### config.mk
export PLATFORM = sky130hd
export DESIGN_NAME = bitwise_seq_ctrl
export DESIGN_NICKNAME = d
export VERILOG_FILES = /design/src/rtl/bitwise_pkg.sv /design/src/rtl/bitwise_alu_unit.sv /design/src/rtl/bitwise_seq_ctrl.sv
export SDC_FILE = /design/constraint.sdc
export NUM_CORES = 1
export LEC_CHECK = 0
export ABC_AREA = 1
export ABC_CLOCK_PERIOD_IN_PS = 1400
export BUFFER_PORTS_ARGS = -buffer_cell sky130_fd_sc_hd__buf_2
export CAP_MARGIN = 20
export CORE_MARGIN = 2
export CORE_UTILIZATION = 48
export DETAILED_ROUTE_END_ITERATION = 6
export PLACE_DENSITY = 0.8
export RECOVER_POWER = 50
export SKIP_CTS_REPAIR_TIMING = 1
export SLEW_MARGIN = 10
export SYNTH_ARGS = -nofsm -noshare
export SYNTH_HDL_FRONTEND = slang
export SYNTH_SLANG_ARGS = --single-unit
### constraint.sdc
create_clock -name clk -period 1.4 [get_ports clk]
set_input_delay 0.07 -clock clk [delete_from_list [all_inputs] [get_ports clk]]
set_output_delay 0.07 -clock clk [all_outputs]
set_load 0.01 [all_outputs]
### src/rtl/bitwise_pkg.sv
// Shared definitions for the 4-bit bitwise/shift sequencing controller:
// op encodings, FSM state type and default widths.
package bitwise_pkg;

  localparam int WIDTH_DEF = 4;
  localparam int SH_W_DEF  = 3;

  localparam logic [2:0] OP_AND   = 3'b000;
  localparam logic [2:0] OP_OR    = 3'b001;
  localparam logic [2:0] OP_XOR   = 3'b010;
  localparam logic [2:0] OP_NOT_A = 3'b011;
  localparam logic [2:0] OP_NOT_B = 3'b100;
  localparam logic [2:0] OP_SHL   = 3'b101;
  localparam logic [2:0] OP_SHR   = 3'b110;
  localparam logic [2:0] OP_ILL   = 3'b111;

  typedef enum logic [1:0] {
    IDLE  = 2'd0,
    SHIFT = 2'd1,
    DONE  = 2'd2
  } state_t;

endpackage

### src/rtl/bitwise_alu_unit.sv
// Combinational single-step logic ops for the sequencing controller.
// Shift and illegal encodings yield zero; the controller handles those itself.
module bitwise_alu_unit
  import bitwise_pkg::*;
#(
  parameter int WIDTH = WIDTH_DEF
) (
  input  logic [2:0]       op,
  input  logic [WIDTH-1:0] a,
  input  logic [WIDTH-1:0] b,
  output logic [WIDTH-1:0] y
);

  always_comb begin
    y = '0;
    case (op)
      OP_AND:   y = a & b;
      OP_OR:    y = a | b;
      OP_XOR:   y = a ^ b;
      OP_NOT_A: y = ~a;
      OP_NOT_B: y = ~b;
      default:  y = '0;
    endcase
  end

endmodule

### src/rtl/bitwise_seq_ctrl.sv
// Sequencing controller: accepts one op over valid/ready, runs logic ops in one
// step and multi-bit shifts one bit per cycle, then holds the result until taken.
//
// state | meaning
// IDLE  | in_ready high, waiting for a request
// SHIFT | shifting acc by one bit per edge, cnt edges remaining
// DONE  | out_valid high, result/err held until out_ready
module bitwise_seq_ctrl
  import bitwise_pkg::*;
#(
  parameter int WIDTH = WIDTH_DEF,
  parameter int SH_W  = SH_W_DEF
) (
  input  logic             clk,
  input  logic             rst_n,
  input  logic             in_valid,
  output logic             in_ready,
  input  logic [2:0]       op,
  input  logic [WIDTH-1:0] a,
  input  logic [WIDTH-1:0] b,
  input  logic [SH_W-1:0]  shamt,
  output logic             out_valid,
  input  logic             out_ready,
  output logic [WIDTH-1:0] result,
  output logic             err,
  output logic             busy
);

  state_t           state, state_nxt;
  logic [WIDTH-1:0] acc, acc_nxt;
  logic [SH_W-1:0]  cnt, cnt_nxt;
  logic             err_q, err_nxt;
  logic             shl_q, shl_nxt;
  logic [WIDTH-1:0] alu_y;
  logic [SH_W-1:0]  n_clamp;

  bitwise_alu_unit #(.WIDTH(WIDTH)) u_alu (
    .op (op),
    .a  (a),
    .b  (b),
    .y  (alu_y)
  );

  // Amounts beyond WIDTH would only shift in more zeros, so cap the iteration count.
  assign n_clamp = (shamt > SH_W'(WIDTH)) ? SH_W'(WIDTH) : shamt;

  always_ff @(posedge clk or negedge rst_n) begin
    if (!rst_n) begin
      state <= IDLE;
      acc   <= '0;
      cnt   <= '0;
      err_q <= 1'b0;
      shl_q <= 1'b0;
    end else begin
      state <= state_nxt;
      acc   <= acc_nxt;
      cnt   <= cnt_nxt;
      err_q <= err_nxt;
      shl_q <= shl_nxt;
    end
  end

  always_comb begin
    state_nxt = state;
    acc_nxt   = acc;
    cnt_nxt   = cnt;
    err_nxt   = err_q;
    shl_nxt   = shl_q;
    case (state)
      IDLE: begin
        if (in_valid) begin
          err_nxt   = 1'b0;
          state_nxt = DONE;
          if (op == OP_SHL || op == OP_SHR) begin
            shl_nxt = (op == OP_SHL);
            acc_nxt = (op == OP_SHL) ? a : b;
            cnt_nxt = n_clamp;
            if (n_clamp != '0) state_nxt = SHIFT;
          end else if (op == OP_ILL) begin
            acc_nxt = '0;
            err_nxt = 1'b1;
          end else begin
            acc_nxt = alu_y;
          end
        end
      end
      SHIFT: begin
        acc_nxt = shl_q ? (acc << 1) : (acc >> 1);
        cnt_nxt = cnt - 1'b1;
        if (cnt == SH_W'(1)) state_nxt = DONE;
      end
      DONE: begin
        if (out_ready) state_nxt = IDLE;
      end
      default: state_nxt = IDLE;
    endcase
  end

  assign in_ready  = (state == IDLE);
  assign out_valid = (state == DONE);
  assign busy      = (state == SHIFT) || (state == DONE);
  assign result    = acc;
  assign err       = err_q;

endmodule

# Word-level counts from Yosys, hierarchy flattened

Cells that the tools add are included.
Widths: inputs -> output; s select.

Register bits: 11
Logic and storage cells: 56
Input bits: 18

Magnitude comparators: 1
Multiplexer cells: 19
Reductions and logical operators: 11
Bitwise logic cells: 5
Eq/ne operators: 14
$add $sub $neg: 1

Operators with widths:

| operator            | number |
|---|---|
| $mux 4              | 5 |
| $pmux 4 s5          | 1 |
| $eq 3x3->1 const B  | 4 |
| $mux 2              | 5 |
| $mux 3              | 3 |
| $reduce_and 3->1    | 3 |
| $not 4->4           | 2 |
| $pmux 4 s2          | 1 |
| $eq 3x1->1 const B  | 2 |
| $eq 3x2->1 const B  | 2 |
| $pmux 2 s3          | 1 |
| $pmux 3 s2          | 1 |
| $and 4x4->4         | 1 |
| $ne 2x1->1 const B  | 2 |
| $ne 2x2->1 const B  | 2 |
| $or 4x4->4          | 1 |
| $reduce_and 2->1    | 2 |
| $xor 4x4->4         | 1 |
| $gt 3x3->1 const B  | 1 |
| $logic_not 3->1     | 1 |
| $reduce_bool 3->1   | 1 |
| $sub 3x1->3 const B | 1 |
| $eq 2x1->1 const B  | 1 |
| $eq 2x2->1 const B  | 1 |
| other kinds (4)     | 6 |

# Logic depth before layout (Yosys ltp)

Word-level depth: 7
Mapped depth: 9
Depth with buffers taken out: 9

# Cells and area by module

Synthesis repeated with hierarchy kept, for this count alone.

Cell total of the unflattened synthesis: 183
Area, all modules: 1198.6 um2

Modules (own cells, without submodules):

| module           | cells an instance | times used | area an instance (um2) |
|---|---|---|---|
| bitwise_seq_ctrl | 116               | 1          | 828.3 |
| bitwise_alu_unit | 67                | 1          | 370.4 |

# Least setup slack after synthesis

OpenSTA, ideal clock, no wires.

Kind: flip-flop to flip-flop
Start: register state[0]
End: register cnt[2]
Required time: 1318 ps
Path slack: -80 ps
Library setup time: 82 ps
Path buffers: 0
Cell stages (with the launch flop): 9
Clock period less this slack: 1480 ps
Arrival: 1398 ps
Path through: dfrtp_1 inv_1 ha_1 nand2_1 inv_1 nand2_4 o21ai_4 o21ai_2 a22oi_2

Longest elaborated chain between the ends: 3

Ends and longest elaborated chain:

| element                                            | line                   | RTL |
|---|---|---|
| from (decl)                                        | bitwise_seq_ctrl.sv:29 | `state_t state, state_nxt;` |
| from (signal assigned)                             | bitwise_seq_ctrl.sv:55 | `state <= state_nxt;` |
| $logic_not 2->1 *                                  | -                      |  |
| named net in_ready                                 | bitwise_seq_ctrl.sv:17 | `output logic in_ready,` |
| $ne 2x1->1 (no line), or another cell as far along | -                      |  |
| $reduce_and 3->1 (no line)                         | -                      |  |
| to (signal assigned)                               | bitwise_seq_ctrl.sv:57 | `cnt <= cnt_nxt;` |
| to (decl)                                          | bitwise_seq_ctrl.sv:31 | `logic [SH_W-1:0] cnt, cnt_nxt;` |

Mark *: on every way through the listed nets, which the timed path passes. The rest lies on a longest branch.
A chain may end at the register's enable or synchronous reset.

# Final worst setup path

Start: register state[0]
End: register acc[0] (netlist: result[0])

Longest elaborated chain between the ends: 3

Ends and longest elaborated chain:

| element                                                   | line                   | RTL |
|---|---|---|
| $eq 2x1->1 or $logic_not 2->1 (tied branches)             | bitwise_seq_ctrl.sv:69 | `case (state)` |
| $reduce_bool 2->1 (no line) or $ne 2x2->1 (tied branches) | -                      |  |
| $reduce_and 2->1 (no line)                                | -                      |  |
| to (signal assigned)                                      | bitwise_seq_ctrl.sv:56 | `acc <= acc_nxt;` |
| to (decl)                                                 | bitwise_seq_ctrl.sv:30 | `logic [WIDTH-1:0] acc, acc_nxt;` |

Several ways; a longest one is shown, not always the timed one.

==> metrics.yaml <==
job:
  cap_violations: 0
setup_path:
  end_kind: "register"
  cp_common_cell: "inv_2"
  critPathKind: "reg2reg"
  worstPathArrival_ns: 1.46
  crit_fanout: 6
  max_stage_delay_ns: 0.41
  cp_data_required_time_ns: 1.57
  r2r_cells: 8
  path_cells: "inv_2 > ha_4 > nand2_2 > inv_2 > a21oi_4 > inv_2 > nor2_1 > a21oi_1"
  critPathLaunchType: "register"
  reg2reg_from: "state[0]$_DFFE_PN0P_"
  slowest_stage: "dfrtp_1"
  r2r_slack_ns: 0.11
  r2r_end: "result[0]$_DFFE_PN0P_"
global_routing:
  grt_max_degree: 12
  grt_pass1_wl_mm: 4.44
  grt-ovfl-total: 0
  first_global_vias: 1113
  grt_use_total: 0.207
  antenna_found_initial: 0
logic_synthesis:
  synth.distinct_cells: 27
  seq_area_frac_synth: 0.235
  synth_edf_count: 0
  yosys_warnings: 0
  ys_top_cells_by_area: "dfrtp_1, ha_1, nand2_1"
  synth.avg_cell_area_um2: 7.18
  syn_area_um2: 1170
  synth_flop_cell: "dfrtp_1"
  ys_async_sr_fraction: 1.00
  yosysTopAreaCellShare: 0.235
  synth_cells: 163
  yosysTopAreaCell: "dfrtp_1"
  synth_most_common_cell: "nand2_1"
  yosys-top-cells-count: "nand2_1, inv_1, nand3_1, nor2_1, ha_1"
  ys_ff_latch: 11
  synth.net_count: 194
route:
  viasPerCell: 5.41
  dr.max_layer_used: "met3"
  first_pass_iters: 4
  drt_iter0_markers: 29
  vias: 1184
  drc: 0
  wl_met1_mm: 1.20
  wl_met3_um: 111
  wl_met2_mm: 1.41
  wl_per_cell_um: 12.4
  wirelength_mm: 2.73
  ant_nets: 0
finish:
  nFillCells: 202
  synthToLayoutAreaGrowth_pct: 17.2
  stdcell_count: 219
  fin_util: 0.608
  layout-drive-gt1-share: 0.262
  n_antenna_cell: 0
  layout.nets: 223
min_path:
  hold_depth: 3
  hp-start: "shamt[0]"
  hold_class: "in2reg"
  worstHoldEndpoint: "state[0]$_DFFE_PN0P_"
clock_network:
  cts-root-buf: "clkbuf_4"
  htree_levels: 1
  clk_pin_slew_worst_paths_ns: 0.08
  cts.sinks: 11
  clock_latency_ns: 0.28
  cts_tree: "done"
  cts_made_buffers: 3
  clock_path_buffers: 2
sta:
  hold_slack_ns: 0.141
  clock.fmax_mhz: 773
  setup_viol: 0
  hold_violations: 0
  period_minus_slack_ns: 1.29
  fin_crit_sh: 0.925
  slew_viol_final: 0
  skew_ns: 0.00577
  max_slew.worst_pin.slew_ns: 0.676
  relSlewSlack: 0.550
die:
  io_pins: 26
  die_width_um: 53.4
  die_area_um2: 2850
  num_rows: 17
  fp.dieH_um: 53.4
  initial_core_util: 0.519
  core_um2: 2250
power_and_ir_drop:
  leakagePower_uw: 0.000721
  cellPowerDensity_nw_per_um2: 1450
  ir_drop_v: 0.000903
place:
  place.gp.congestion: 0.862
  place.detailed.hpwl_mm: 2.12
  dp_cells: 214
  portBuffers: 25
status:
  status: "completed"
through the flow:
step	worst slack, ns	instance area (um^2)	setup TNS (ns)	total power (uW)
3_5_place_dp	0.0364	1310	0	1680
3_3_place_gp	0.0802	1310	0	1630
2_1_floorplan	0.0122	1180	0	1350
4_1_cts	0.00210	1340	0	1910
6_report	0.106	1370	0	1980
5_1_grt	-0.000465	1370	-0.000465	2180
report_power, final:
group          switching (uW)  internal, uW  total, uW
clock network             115           110        225
registers                 125           466        591
logic                     689           478       1170
total                     930          1050       1980
critical path, delay by kind of cell (launching register included):
family | cells | cell delay [ns]
AND/OR/NAND/NOR | 2 | 0.15
flip-flops | 1 | 0.41
buffers and inverters | 3 | 0.21
AO/OA/AOI/OAI | 2 | 0.23
adder cells (fa/ha/maj) | 1 | 0.17
per-layer routing:
layer,up-vias,track usage
met5,-,0
met4,0,0.0427
met2,37,0.395
li1,594,-
met3,0,0.0339
met1,553,0.237
state kept, by name, summed over array words and instances, names as in the netlist:
signal / count
cnt: 3
err: 1
result: 4
shl_q: 1
state: 2
worst max-delay path by stage:
stage,depth (start not counted),startpoint,to
floorplan,8,state[0]$_DFFE_PN0P_,cnt[2]$_DFFE_PN0P_
global placement,8,state[0]$_DFFE_PN0P_,cnt[2]$_DFFE_PN0P_
detailed placement,8,state[0]$_DFFE_PN0P_,cnt[2]$_DFFE_PN0P_
CTS,8,state[0]$_DFFE_PN0P_,cnt[2]$_DFFE_PN0P_
global route,7,state[0]$_DFFE_PN0P_,result[1]$_DFFE_PN0P_
finish,8,state[0]$_DFFE_PN0P_,result[0]$_DFFE_PN0P_
logic make-up (layout without fill, tap and decap cells):
group | count (synthesis) | in the layout | synth area share
flops | 11 | 11 | 0.235
simple gates | 77 | 77 | 0.312
buf+inv | 34 | 62 | 0.137
mux | 1 | 1 | 0.00856
compound gates | 27 | 27 | 0.168
fa+ha+maj | 13 | 13 | 0.139
layout make-up:
class	instances	area, um^2	area share
inverters	28	110	0.0803
clock buffers	4	26.3	0.0192
repair buffers	30	160	0.117
well taps	28	35.0	0.0255
multi-input cells	118	764	0.557
flip-flops and latches	11	275	0.201
placed cells by master, fill, tap and decap left out:
cell type	instances
a21oi_1	7
a21oi_4	1
a22oi_2	1
a31oi_1	1
buf_2	21
buf_4	4
clkbuf_1	5
clkbuf_4	3
dfrtp_1	11
dlygate4sd3_1	1
ha_1	11
ha_4	2
inv_1	20
inv_2	6
inv_4	2
mux2i_1	1
nand2_1	28
nand2_2	1
nand2_4	2
nand3_1	17
nand3_4	1
nand4_1	8
nor2_1	16
nor2_2	3
nor3_1	1
o211ai_1	1
o21ai_0	9
o21ai_2	1
o21ai_4	1
o22ai_1	2
o31ai_1	2
o31ai_4	1
(Power assumes the default switching activity.)
